<file path="config.mk">
export PLATFORM = sky130hd
export DESIGN_NAME = nibble_sub_seq
export DESIGN_NICKNAME = d
export VERILOG_FILES = /design/src/rtl/nibble_sub_seq.sv
export SDC_FILE = /design/constraint.sdc
export NUM_CORES = 1
export LEC_CHECK = 0
export CAP_MARGIN = 5
export CORE_MARGIN = 1
export CORE_UTILIZATION = 53
export DETAILED_ROUTE_END_ITERATION = 10
export PLACE_DENSITY = 0.84
export REMOVE_ABC_BUFFERS = 1
export SYNTH_ARGS = -nofsm -noshare
export SYNTH_HDL_FRONTEND = slang
export SYNTH_SLANG_ARGS = --single-unit
</file>
<file path="constraint.sdc">
create_clock -name clk -period 6.84 [get_ports clk]
set_input_delay 2.052 -clock clk [delete_from_list [all_inputs] [get_ports clk]]
set_output_delay 2.052 -clock clk [all_outputs]
set_load 0.005 [all_outputs]
</file>
<file path="src/rtl/nibble_sub_seq.sv">
// Nibble-serial subtractor: diff = a - b - bin, one 4-bit nibble per cycle,
// with valid/ready handshakes on operand accept and result delivery.
module nibble_sub_seq #(
  parameter int NIBBLES = 4
) (
  input  logic                 clk,
  input  logic                 reset,
  input  logic                 start_valid,
  output logic                 start_ready,
  input  logic [4*NIBBLES-1:0] a,
  input  logic [4*NIBBLES-1:0] b,
  input  logic                 bin,
  output logic                 res_valid,
  input  logic                 res_ready,
  output logic [4*NIBBLES-1:0] diff,
  output logic                 bout,
  output logic                 zero,
  output logic                 ovf,
  output logic                 busy
);

  localparam int W  = 4 * NIBBLES;
  localparam int CW = (NIBBLES > 1) ? $clog2(NIBBLES) : 1;
  localparam logic [CW-1:0] LAST = CW'(NIBBLES - 1);

  typedef enum logic [1:0] {
    IDLE,
    RUN,
    DONE
  } state_t;

  state_t          state, state_nx;
  logic [W-1:0]    a_r, b_r;
  logic            borrow_r;
  logic [CW-1:0]   cnt;
  logic [W-1:0]    diff_r;
  logic            bout_r, zero_r, ovf_r;

  logic [3:0]      a_nib, b_nib, d_nib;
  logic [4:0]      brw;
  logic            nib_bout;
  logic [W-1:0]    diff_nx;

  always_ff @(posedge clk) begin
    if (reset) state <= IDLE;
    else       state <= state_nx;
  end

  always_comb begin
    state_nx = state;
    case (state)
      IDLE:    if (start_valid) state_nx = RUN;
      RUN:     if (cnt == LAST) state_nx = DONE;
      DONE:    if (res_ready)   state_nx = IDLE;
      default: state_nx = IDLE;
    endcase
  end

  always_comb begin
    start_ready = (state == IDLE);
    res_valid   = (state == DONE);
    busy        = (state == RUN);
  end

  always_comb begin
    a_nib = '0;
    b_nib = '0;
    for (int unsigned k = 0; k < NIBBLES; k++) begin
      if (cnt == CW'(k)) begin
        a_nib = a_r[4*k +: 4];
        b_nib = b_r[4*k +: 4];
      end
    end
  end

  // Bit-level borrow ripple inside the current nibble.
  always_comb begin
    brw    = '0;
    d_nib  = '0;
    brw[0] = borrow_r;
    for (int unsigned i = 0; i < 4; i++) begin
      d_nib[i]   = a_nib[i] ^ b_nib[i] ^ brw[i];
      brw[i+1]   = (~a_nib[i] & b_nib[i]) | (~(a_nib[i] ^ b_nib[i]) & brw[i]);
    end
    nib_bout = brw[4];
  end

  always_comb begin
    diff_nx = diff_r;
    for (int unsigned k = 0; k < NIBBLES; k++) begin
      if (cnt == CW'(k)) diff_nx[4*k +: 4] = d_nib;
    end
  end

  // Flags are taken from diff_nx so they reflect the final nibble on DONE entry.
  always_ff @(posedge clk) begin
    if (reset) begin
      a_r      <= '0;
      b_r      <= '0;
      borrow_r <= 1'b0;
      cnt      <= '0;
      diff_r   <= '0;
      bout_r   <= 1'b0;
      zero_r   <= 1'b0;
      ovf_r    <= 1'b0;
    end else begin
      case (state)
        IDLE: begin
          if (start_valid) begin
            a_r      <= a;
            b_r      <= b;
            borrow_r <= bin;
            cnt      <= '0;
          end
        end
        RUN: begin
          diff_r   <= diff_nx;
          borrow_r <= nib_bout;
          if (cnt == LAST) begin
            bout_r <= nib_bout;
            zero_r <= (diff_nx == '0);
            ovf_r  <= (a_r[W-1] ^ b_r[W-1]) & (diff_nx[W-1] ^ a_r[W-1]);
          end else begin
            cnt <= cnt + 1'b1;
          end
        end
        default: ;
      endcase
    end
  end

  always_comb begin
    diff = diff_r;
    bout = bout_r;
    zero = zero_r;
    ovf  = ovf_r;
  end

endmodule

</file>
==> summary.md, run 1 <==
| Metric | Value |
|---|---|
| Status | complete, no violations |
| CP Launch Point | cnt[1] |
| Slew headroom | 0.330 |
| Worst R2R End | zero |
| Max-slew violation count | 0 |
| Max Cap Viol | 0 |
| Worst Path Required | 7.05 ns |
| PwrDens | 227 mW/mm^2 |
| Setup TNS | 0 ns |
| Design area | 0.00322 mm^2 |
| Detailed Route Iter0 Violations | 239 |
| Period utilisation layout | 0.656 |
| Crit Path Max Fanout | 22 |
| Final Hold Fails | 0 |
| Worst skew pair latency | 0.31 ns |
| IO Pins | 59 |
| Reg2reg path depth | 14 |
| Initial antenna violation count | 0 |
| Crit. End Element | flip-flop |
| Wirelength per Cell | 13.3 um |
| Nets | 411 |
| Routed vias/inst | 5.51 |
| Largest family of logic cells by synthesized area | simple AND/OR/NAND/NOR gates |
| VDD IR-drop max | 0.000140 V |
| Reg clk slew, reported paths | 0.09 ns |
| GR Overflow Total | 0 |
| Number of diodes | 0 |
| End of the critical path | zero |
| DRC viols | 0 |
| Post-CTS sizing | 0 |
| CTS H-tree depth | 2 |
| Post-Route WL | 5.55 mm |
| Sinks on Clock Net | 56 |
| Routability cong. | 0.856 |
| Estimated wirelength of the detail-placed design | 3.94 mm |
| Cell row count | 24 |
| Worst-Margin Slew | 1.00 ns |
| DP Area | 0.00311 mm^2 |
| Post-synthesis compound-gate area fraction | 0.159 |
| Vias in the first global route | 2162 |
| Global-route wire length before repair | 9.38 mm |
| Critical Path Slowest Stage Cell | ha_1 |
| Synthesized netlist cell count | 323 |
| Die height | 71.5 um |
| WS Path Type | flip-flop to flip-flop |
| Post-synth EDFFs | 0 |
| Setup Viol. Count Final | 0 |
| Synth unique cells | 32 |
| Initial Utilization | 0.568 |
| Deepest clock path buffer count | 2 |
| Syn avg cell area | 7.92 um^2 |
| Critical Path Stages | 14 |
| Area growth syn-to-layout | 25.9% |
| CP Data Arrival Time | 4.70 ns |
| Post-Synth Adder-Cell Area | 0.0509 |
| Multiplexer area fraction after synthesis | 0.0470 |
| Simple logic cell fraction of the synthesized area | 0.257 |
| Cell Area, Synth | 0.00256 mm^2 |
| Slowest cell delay on critical path | 0.61 ns |
| Sequential share of the synthesized area | 0.438 |
| Die area | 0.00511 mm^2 |
| Total GRT Usage | 0.231 |
| Largest net degree at the start of global routing | 58 |
| Hold Path Origin | b_r[3] |
| Ys flop type | dfxtp_1 |
| Die width | 71.5 um |
| CTS tree | yes |
| Flop-to-flop setup slack | 2.35 ns |
| Place WS | 2.38 ns |
| Post-CTS Hold Buffers | 0 |
| Pleak | 0.00125 uW |
| Setup Buffers After CTS | 0 |
| Hold WC Path Type | flip-flop to flip-flop |
| First-pass iteration count of the detailed router | 4 |
| Cell Chain, Critical Path | inv_1, ha_1, nand3b_1, a21oi_1, a21oi_1, o21ai_1, fa_1, fa_1, fa_1, fa_1, nor2_4, a21oi_1, or4_4, o41ai_2 |
| RSZ-0062 raised after global routing | no |
| CP delay by family, top | adder cells |
| Synth Register Bits | 56 |
| Finished Core Util | 0.715 |
| Total number of vias | 2310 |
| Startpoint class of the critical path | flip-flop |
| Total core area | 0.00450 mm^2 |
| Period minus WS final | 4.49 ns |
| Synth Warn # | 0 |
| FMAX | 223 MHz |
| Layout cell share with drive strength beyond 1 | 0.0409 |
| TritonCTS Buffers | 5 |
| Max Clock Skew | 0.00720 ns |
| Post-synth ARST share | 0 |
| Root buf cell | clkbuf_8 |
| Final antenna-violating net count | 0 |
| Post-route setup slack | 2.35 ns |
| Number of buffers and inverters on the critical path | 1 |
| WHS Path Cells | 2 |
| PortBufs | 58 |
| Xor-xnor portion of the synthesized cell area | 0 |
| Worst hold margin | 0.462 ns |
| FF-to-FF Start | cnt[1] |
| Cell mode on critical path | fa_1 |
-- cell usage in the layout, fill, tap and decap left out, types with 2 or more instances in the layout --
cell / n
a211oi_1: 4
clkdlybuf4s50_1: 57
nor2_1: 26
nor2b_1: 10
nand3b_1: 5
clkbuf_8: 5
o21ai_1: 5
a21oi_1: 54
nand2_1: 87
dfxtp_1: 56
inv_1: 4
buf_4: 2
ha_1: 4
mux2i_1: 12
a221oi_1: 4
fa_1: 4
nor3_1: 10
-- worst min-delay path, cell delays in order, from the launching register on --
cell	delay, ns
dfxtp_1	0.32
nand2_1	0.05
a21oi_1	0.05
-- worst min-delay path by stage --
| stage | endpoint | slack [ns] |
|---|---|---|
| 3_3_place_gp | b_r[2] | 0.44 |
| 6_report | b_r[3] | 0.46 |
| 5_1_grt | b_r[0] | 0.48 |
| 2_1_floorplan | b_r[0] | 0.43 |
| 4_1_cts | b_r[0] | 0.46 |
| 3_5_place_dp | b_r[0] | 0.45 |
-- layer usage --
metal | vias up | share of wire | track usage
li1 | 1160 | - | -
met1 | 1072 | 0.46 | 0.300
met2 | 69 | 0.49 | 0.385
met3 | 9 | 0.037 | 0.0464
met4 | 0 | 0.015 | 0.0784
met5 | - | 0 | 0
-- cell usage after synthesis (all sizes together) (2+ instances only) --
library cell / number / share of area
nand2: 87 / 0.13
nor2: 27 / 0.043
a211oi: 4 / 0.012
fa: 4 / 0.031
buf: 7 / 0.017
clkbuf: 17 / 0.025
dfxtp: 56 / 0.44
nor3b: 2 / 0.0078
a21oi: 54 / 0.11
mux2i: 12 / 0.047
nor3: 10 / 0.020
o21ai: 6 / 0.012
nor2b: 10 / 0.024
ha: 4 / 0.020
nand3b: 5 / 0.015
inv: 4 / 0.0059
a221oi: 4 / 0.014
-- final cells by class --
class	count	area, um^2
multi-input cells	239	1320
fillers	364	1280
flip-flops and latches	56	1120
repair buffers	60	591
clock buffers	6	72.6
well taps	52	65.1
clock inverters	2	35.0
inverters	4	15.0
-- power breakdown --
group          internal (uW)  total (uW)  switching [uW]
logic                   77.7         166            87.8
clock network            109         210             101
registers                343         355            11.7
-- sequential cells by signal (all words and copies together) (netlist names) --
name and flops:
cnt 2, b_r 16, borrow_r 1, state 2
zero 1, bout 1, a_r 16, ovf 1
diff 16
-- kinds of logic (layout without fill, tap and decap cells) --
group | after synthesis | in the layout
AO/OA/AOI/OAI | 72 | 72
buffers and inverters | 28 | 72
AND/OR/NAND/NOR | 147 | 147
adder cells (fa/ha/maj) | 8 | 8
flip-flops | 56 | 56
multiplexers | 12 | 12
-- per-stage QoR --
stage,total power (uW),std cells
after detailed placement,528,411
after global routing,766,419
after CTS,733,419
final,731,419
after floorplan,465,299
after global placement,523,411
No activity file was read; power rests on OpenSTA's default activity.
==> run 2: changes to the inputs <==
--- a/config.mk
+++ b/config.mk
@@ -7,9 +7,9 @@
 export LEC_CHECK = 0
 export CAP_MARGIN = 5
 export CORE_MARGIN = 1
-export CORE_UTILIZATION = 53
+export CORE_UTILIZATION = 45
 export DETAILED_ROUTE_END_ITERATION = 10
-export PLACE_DENSITY = 0.84
+export PLACE_DENSITY = 0.76
 export REMOVE_ABC_BUFFERS = 1
 export SYNTH_ARGS = -nofsm -noshare
 export SYNTH_HDL_FRONTEND = slang
==> constraint.sdc (replaced) <==
create_clock -name clk -period 3.7 [get_ports clk]
set_input_delay 1.11 -clock clk [delete_from_list [all_inputs] [get_ports clk]]
set_output_delay 1.11 -clock clk [all_outputs]
set_load 0.005 [all_outputs]
==> run 2 against run 1 <==
  * The run now ends with design-rule violations left
  * Maximum frequency grew 26%
  * Worst setup slack got worse by 2.2 ns
  * Worst hold slack worse by 0.0055 ns
  * Critical path depth unchanged
  * Non-clock buffer count rose by 8
  * Utilization is 11 points lower
  * Register-to-register slack got worse by 2.2 ns
  * Final area is 4.0% higher
  * Clock skew grew 0.0022 ns
==> summary.md, run 2 (synthesis gave the netlist of run 1 again) <==
| Metric | Value |
|---|---|
| Routed vias/inst | 5.11 (-7.3%) |
| WS Path Type | flip-flop to flip-flop |
| Startpoint class of the critical path | flip-flop |
| Hold WC Path Type | flip-flop to flip-flop |
| Max Cap Viol | 0 (unchanged) |
| Period utilisation layout | 0.963 (+0.307) |
| Nets | 419 (+1.9%) |
| Failing checks | design-rule violations |
| Max-slew violation count | 0 (unchanged) |
| TritonCTS Buffers | 5 (unchanged) |
| FMAX | 281 MHz (+26%) |
| IO Pins | 59 (unchanged) |
| Period minus WS final | 3.56 ns (-0.923 ns) |
| Crit Path Max Fanout | 5 (-77%) |
| Pleak | 0.00129 uW (+2.8%) |
| Root buf cell | clkbuf_8 |
| Sinks on Clock Net | 56 (unchanged) |
| Design area | 0.00335 mm^2 (+4.0%) |
| Area growth syn-to-layout | 31.0% |
| FF-to-FF Start | cnt[1] |
| Finished Core Util | 0.608 (-0.106) |
| Total GRT Usage | 0.203 (-0.0272) |
| CP delay by family, top | adder cells |
| Setup Viol. Count Final | 0 (unchanged) |
| Total number of vias | 2279 (-1.3%) |
| CTS H-tree depth | 2 (unchanged) |
| Worst-Margin Slew | 1.04 ns (+0.0337 ns) |
| Max Clock Skew | 0.00944 ns (+0.00224 ns) |
| Deepest clock path buffer count | 2 (unchanged) |
| Cell Chain, Critical Path | inv_4, ha_4, nand3b_1, a21oi_1, a21oi_1, o21ai_1, fa_2, fa_2, fa_2, fa_2, nor2_4, a21oi_1, or4_4, o41ai_2 |
| CP Launch Point | cnt[1] |
| Critical Path Slowest Stage Cell | fa_2 |
| PortBufs | 58 (unchanged) |
| Most common library cell in the layout ignoring fill and taps | nand2_1 |
| Estimated wirelength of the detail-placed design | 3.86 mm (-1.9%) |
| Reg2reg path depth | 14 (unchanged) |
| Cell mode on critical path | fa_2 |
| RSZ-0062 raised after global routing | no |
| Die width | 77.4 um (+8.3%) |
| Reg clk slew, reported paths | 0.09 ns (about the same) |
| Number of diodes | 0 (unchanged) |
| Global-route wire length before repair | 9.73 mm (+3.7%) |
| Slowest cell delay on critical path | 0.46 ns (-0.15 ns) |
| DRC viols | 2 (+2) |
| Critical Path Stages | 14 (unchanged) |
| Crit. End Element | flip-flop |
| Largest net degree at the start of global routing | 58 (unchanged) |
| Final antenna-violating net count | 0 (unchanged) |
| Most frequent cells in the layout | nand2_1 (87), clkdlybuf4s50_1 (57), a21oi_1 (54), dfxtp_1 (54), nor2_1 (26) |
| Final Hold Fails | 0 (unchanged) |
| Routability cong. | 0.733 (-14%) |
| Cell row count | 27 (+13%) |
| Initial Utilization | 0.464 (-0.103) |
| Status | complete, but fails checks |
| Worst R2R End | zero |
| PwrDens | 392 mW/mm^2 (+73%) |
| First-pass iteration count of the detailed router | 7 (+3) |
| Worst Path Required | 3.92 ns (-3.13 ns) |
| Post-Route WL | 5.80 mm (+4.4%) |
| Post-CTS Hold Buffers | 0 (unchanged) |
| Wirelength per Cell | 13.0 um (-1.9%) |
| Detailed Route Iter0 Violations | 181 (-24%) |
| Layout cell share with drive strength beyond 1 | 0.0936 (+0.0527) |
| End of the critical path | zero |
| Total core area | 0.00551 mm^2 (+22%) |
| Slew headroom | 0.309 (-0.0208) |
| CTS tree | yes |
| Vias in the first global route | 2127 (-1.6%) |
| DP Area | 0.00320 mm^2 (+2.7%) |
| Die height | 77.4 um (+8.3%) |
| Power Total | 1310 uW (+80%) |
| CP Data Arrival Time | 3.78 ns (-0.92 ns) |
| Worst skew pair latency | 0.31 ns (about the same) |
| Die area | 0.00599 mm^2 (+17%) |
| Initial antenna violation count | 0 (unchanged) |
| Flop-to-flop setup slack | 0.14 ns (-2.22 ns) |
| GR Overflow Total | 0 (unchanged) |
| Number of buffers and inverters on the critical path | 1 (unchanged) |
| VDD IR-drop max | 0.000181 V (+30%) |
==> run 2: tightest hold or removal path, stage by stage (launching register included) <==
cell     delay [ns]
dfxtp_1        0.32
nand2_1        0.05
a21oi_1        0.05
==> run 2: per-layer routing <==
metal  track usage  share of wire
met5             0              0
met4        0.0736          0.015
met3        0.0341          0.037
met2         0.331           0.47
met1         0.270           0.48
==> run 2: final cells by class <==
| cell class | instances | area [um^2] |
|---|---|---|
| inverters | 4 | 17.5 |
| clock inverters | 1 | 5.00 |
| fillers | 496 | 2160 |
| clock buffers | 6 | 72.6 |
| multi-input cells | 239 | 1380 |
| well taps | 72 | 90.1 |
| flip-flops and latches | 56 | 1130 |
| repair buffers | 68 | 654 |
==> run 2: worst min-delay path by stage <==
stage / depth (start not counted) / slack [ns] / end / start
3_3_place_gp: 2 / 0.44 / b_r[3] / b_r[3]
4_1_cts: 2 / 0.46 / b_r[2] / b_r[2]
2_1_floorplan: 2 / 0.43 / b_r[0] / b_r[0]
3_5_place_dp: 2 / 0.45 / b_r[2] / b_r[2]
6_report: 2 / 0.46 / b_r[2] / b_r[2]
5_1_grt: 2 / 0.47 / a_r[14] / a_r[14]
==> run 2: what timing repair did <==
item	in CTS	in global routing
resized for setup	12	9
pin swaps	7	11
buffers inserted	0	1
setup endpoints to repair	1	1
==> run 2: where the power goes <==
group | switching, uW | internal (uW) | total, uW
Clock | 185 | 129 | 314
Combinational | 176 | 169 | 345
Sequential | 21.2 | 634 | 655
==> run 2: metrics by stage <==
step	setup slack (ns)	std cells	hold WS (ns)	setup TNS [ns]
detailed placement	-0.223	439	0.447	-0.223
CTS	0.0210	446	0.459	0
global placement	-0.0547	439	0.441	-0.0547
finish	0.136	446	0.456	0
floorplan	-0.404	299	0.426	-0.404
global route	0.0000693	446	0.472	0
==> run 3: changes to the inputs <==
--- a/config.mk
+++ b/config.mk
@@ -7,9 +7,9 @@
 export LEC_CHECK = 0
 export CAP_MARGIN = 5
 export CORE_MARGIN = 1
-export CORE_UTILIZATION = 45
+export CORE_UTILIZATION = 40
 export DETAILED_ROUTE_END_ITERATION = 10
-export PLACE_DENSITY = 0.76
+export PLACE_DENSITY = 0.69
 export REMOVE_ABC_BUFFERS = 1
 export SYNTH_ARGS = -nofsm -noshare
 export SYNTH_HDL_FRONTEND = slang
==> run 3 against run 2 <==
  * The run now ends clean
  * Global-route usage decreased by 2.0 points
  * First-iteration DRC count decreased by 22%
  * Die area increased by 12%
  * Final area up 1.8%
  * Count of clock-buffer cells in the layout rose by 1
  * Utilization down 4.6 points
  * Worst setup slack worse by 0.018 ns
  * Maximum frequency fell by 0.52%
  * Wire length decreased by 1.7%
  * Clock skew decreased by 0.0044 ns
  * Non-clock buffer count increased by 7
  * Critical path depth unchanged
  * Critical endpoint unchanged
  * Largest power group unchanged
==> summary.md, run 3 (synthesis gave the netlist of run 1 again) <==
| Metric | Value |
|---|---|
| Status | complete, no violations |
| Max Cap Viol | 0 (unchanged) |
| Initial Utilization | 0.422 (-0.0425) |
| CP Launch Point | cnt[0] |
| Worst skew pair latency | 0.30 ns (about the same) |
| Max Clock Skew | 0.00506 ns (-0.00438 ns) |
| PortBufs | 58 (unchanged) |
| Most frequent cells in the layout | nand2_1 (87), clkdlybuf4s50_1 (57), dfxtp_1 (54), a21oi_1 (53), nor2_1 (26) |
| DRC viols | 0 (-2) |
| Slew headroom | 0.330 (+0.0204) |
| Routed vias/inst | 5.02 (-1.8%) |
| Power Total | 1360 uW (+3.4%) |
| Worst hold margin | 0.458 ns (+0.00170 ns) |
| Max-slew violation count | 0 (unchanged) |
| Deepest clock path buffer count | 2 (unchanged) |
| Pleak | 0.00134 uW (+4.5%) |
| Die area | 0.00672 mm^2 (+12%) |
| Die width | 82.0 um (+5.9%) |
| Post-route setup slack | 0.118 ns (-0.0185 ns) |
| Nets | 426 (+1.7%) |
| Startpoint class of the critical path | flip-flop |
| Wirelength per Cell | 12.5 um (-3.9%) |
| Crit. End Element | flip-flop |
| Cell row count | 28 (+3.7%) |
| Final Hold Fails | 0 (unchanged) |
| RSZ-0062 raised after global routing | yes |
| Hold Path Origin | a_r[10] |
| DP Area | 0.00324 mm^2 (+1.3%) |
| Worst Path Required | 3.91 ns (about the same) |
| Largest net degree at the start of global routing | 33 (-43%) |
| FF-to-FF Start | cnt[0] |
| Flop-to-flop setup slack | 0.12 ns (-0.02 ns) |
| IO Pins | 59 (unchanged) |
| CP Data Arrival Time | 3.79 ns (about the same) |
| FMAX | 279 MHz (-0.52%) |
| Detailed Route Iter0 Violations | 142 (-22%) |
| Crit Path Max Fanout | 6 (+1) |
| FILL cells | 583 (+18%) |
| Final antenna-violating net count | 0 (unchanged) |
| Total number of vias | 2289 (+0.44%) |
| Layout cell share with drive strength beyond 1 | 0.115 (+0.0219) |
| CTS H-tree depth | 2 (unchanged) |
| Period utilisation layout | 0.968 (+0.00500) |
| GR Overflow Total | 0 (unchanged) |
| Reg clk slew, reported paths | 0.09 ns (about the same) |
| Estimated wirelength of the detail-placed design | 4.12 mm (+6.7%) |
| Period minus WS final | 3.58 ns (+0.0185 ns) |
| Multi-input gate area | 0.00137 mm^2 (-0.54%) |
| Area growth syn-to-layout | 33.3% |
| PwrDens | 398 mW/mm^2 (+1.5%) |
| CTS tree | yes |
| Root buf cell | clkbuf_8 |
| Global-route wire length before repair | 9.58 mm (-1.6%) |
| Routability cong. | 0.788 (+7.6%) |
| TritonCTS Buffers | 5 (unchanged) |
| Number of diodes | 0 (unchanged) |
| Setup Viol. Count Final | 0 (unchanged) |
| Initial antenna violation count | 0 (unchanged) |
| WS Path Type | flip-flop to flip-flop |
| Worst-Margin Slew | 1.00 ns (-0.0331 ns) |
| Post-Route WL | 5.70 mm (-1.7%) |
| VDD IR-drop max | 0.000202 V (+11%) |
| Sinks on Clock Net | 56 (unchanged) |
| Vias in the first global route | 2111 (-0.75%) |
| Most common library cell in the layout ignoring fill and taps | nand2_1 |
| Design area | 0.00341 mm^2 (+1.8%) |
| First-pass iteration count of the detailed router | 4 (-3) |
| Hold WC Path Type | flip-flop to flip-flop |
| Total GRT Usage | 0.183 (-0.0201) |
| Total core area | 0.00606 mm^2 (+10%) |
| Reg area | 0.00112 mm^2 (-0.44%) |
| Place WS | -0.219 ns (+0.00413 ns) |
| Die height | 82.0 um (+5.9%) |
[run 3: cell types whose count changed in the layout (fill, tap and decap cells not counted), sizes merged]
cell / change
buf: +7
clkbuf: +1
clkinv: -1
[run 3: metrics by stage]
stage / utilization / setup TNS [ns] / cells
after CTS: 0.556 / 0 / 455
after detailed placement: 0.534 / -0.219 / 447
after floorplan: - / -0.404 / 299
final: 0.563 / 0 / 456
after global placement: 0.534 / -0.0791 / 447
after global routing: 0.563 / -0.0355 / 456
[run 3: path summary, 6_finish.rpt]
| kind | endpoint | cells past startpoint |
|---|---|---|
| setup / recovery | zero | 14 |
| hold / removal | a_r[10] | 2 |
| setup reg to reg | zero | 14 |
| hold reg to reg | a_r[10] | 2 |
[run 3: routing by layer]
metal  global-route usage  wire (um)  part of all wire
met1                0.240       2740              0.48
met2                0.309       2710              0.48
met3               0.0367        215             0.038
met4               0.0386         32            0.0056
met5                    0          0                 0
[run 3: repair_timing]
item / in CTS / in global routing
hold buffers: 0 / 0
setup endpoints to repair: 1 / 1
gates resized for setup: 10 / 7
pin swaps: 3 / 9
endpoints found under the hold margin: 0 / 0
buffers inserted: 1 / 1
[run 3: power by group]
group          switching [uW]  leakage [uW]  internal [uW]
combinational             178      0.000836            177
sequential               21.0      0.000458            635
clock                     180     0.0000503            167
[run 3: area by class of cell]
type,count,share of cell area
clock buffer,7,0.0283
inverter,4,0.00440
multi-input combinational,239,0.403
sequential,56,0.330
tap,75,0.0275
timing repair buffer,75,0.207
[run 3: critical path: stages, from the launching register on]
cell,delay (ns)
dfxtp_2,0.34
buf_4,0.13
ha_4,0.17
nor2b_2,0.10
a221oi_1,0.07
nor3_1,0.17
a21oi_1,0.08
fa_2,0.35
fa_2,0.38
fa_2,0.37
fa_2,0.46
nor2_4,0.10
a21oi_1,0.07
or4_4,0.43
o41ai_4,0.28
==> edit, RTL diff (config.mk and constraints of run 1) <==
Register the output `ovf`, with the module's reset; this adds one clock of latency there. The other outputs are not delayed to match.
--- a/src/rtl/nibble_sub_seq.sv
+++ b/src/rtl/nibble_sub_seq.sv
@@ -28,6 +28,8 @@
     RUN,
     DONE
   } state_t;
+
+  logic ovf_d;
 
   state_t          state, state_nx;
   logic [W-1:0]    a_r, b_r;
@@ -133,7 +135,15 @@
     diff = diff_r;
     bout = bout_r;
     zero = zero_r;
-    ovf  = ovf_r;
+    ovf_d = ovf_r;
+  end
+
+  always_ff @(posedge clk) begin
+    if (reset) begin
+      ovf <= '0;
+    end else begin
+      ovf <= ovf_d;
+    end
   end
 
 endmodule
Formal check against the unedited RTL: not equivalent (a bounded check fails within 10 cycles, from zero or initial values and one cycle with reset high).
==> edit against run 1 <==
Setup slack improved by 140 ps. Critical path depth up 1. Synthesized area grew 0.88%. Largest power group unchanged. Critical path type unchanged. Final area is 1.6% higher. Routed wire length is 0.74% lower. Power up 4.5%. Largest cell class unchanged. Core utilization fell by 1.8 points. Combinational power is 15% lower. Sequential cell count rose by 1.
==> edit: results (changes against run 1) <==
Placement
  • Detail Placement HPWL: 3790 um (was 3940 um)

Status
  • Status: finished clean (unchanged)

Finish
  • CLK BUF: 11 (was 6)
  • Inverters: 6 (was 4)
  • Multi-input combinational cell area: 0.00129 mm2 (was 0.00132 mm2)
  • Seq. cell area: 0.00114 mm2 (was 0.00112 mm2)

Timing
  • Setup Skew: 4.80 ps (was 7.20 ps)
  • Worst-Margin Slew: 1010 ps (was 1000 ps)

Routing
  • Via count: 2314 (was 2310)

Global routing
  • Vias in the first global route: 2246 (was 2162)
  • GR Util met3: 7.45% (was 4.64%)
  • Met1 Use GR: 28.0% (was 30.0%)
  • Global-route wire length before repair: 9440 um (was 9380 um)
  • Total Routing Usage GR: 23.6% (was 23.1%)

Yosys
  • Seq/Total Area, Yosys: 44.2% (was 43.8%)
  • Synth top area cells: dfxtp_1, nand2_1, a21oi_1 (unchanged)

Power and ir drop
  • Leak: 1.22 nW (was 1.25 nW)
  • Peak VDD IR: 0.000138 V (was 0.000140 V)
  • PwrDens: 233 mW/mm2 (was 227 mW/mm2)
  • Int Pwr: 553 uW (was 530 uW)

Setup path
  • CP max FO: 16 (was 22)
  • CP Launch Point: cnt[0] (was cnt[1])
  • Cells on worst reg2reg path: 15 (was 14)

CTS
  • Skew-Pair Late Insertion Delay: 330 ps (was 310 ps)

Min path
  • Hold_sp: b_r[8] (was b_r[3])
-- edit: changes by cell type after synthesis, sizes merged, moves of 2 or more --
cell / delta
buf: +7
nor2: -6
o21ai: -2
a311oi: +3
nor4: +2
clkbuf: -8
a21oi: +3
mux2i: -5
nand3: +3
inv: +2
-- edit: layer usage --
metal,part of all wire [%],up-vias
met4,1.6,0
met3,5.6,12
met2,48,75
met1,44,1058
li1,-,1169
met5,0,-
-- edit: power groups by stage --
| stage | sequential (mW) | combinational, mW | clock (mW) |
|---|---|---|---|
| after floorplan | 0.365 | 0.0833 | 0 |
| after global placement | 0.368 | 0.136 | 0 |
| after detailed placement | 0.368 | 0.140 | 0 |
| after CTS | 0.361 | 0.140 | 0.264 |
| after global routing | 0.363 | 0.155 | 0.280 |
| final | 0.361 | 0.141 | 0.262 |
-- edit: critical path, delay by kind of cell (launching register included) --
family | cells | cell delay [ps]
buf+inv | 2 | 170
simple gates | 3 | 830
flops | 1 | 330
fa+ha+maj | 5 | 2130
compound gates | 5 | 830
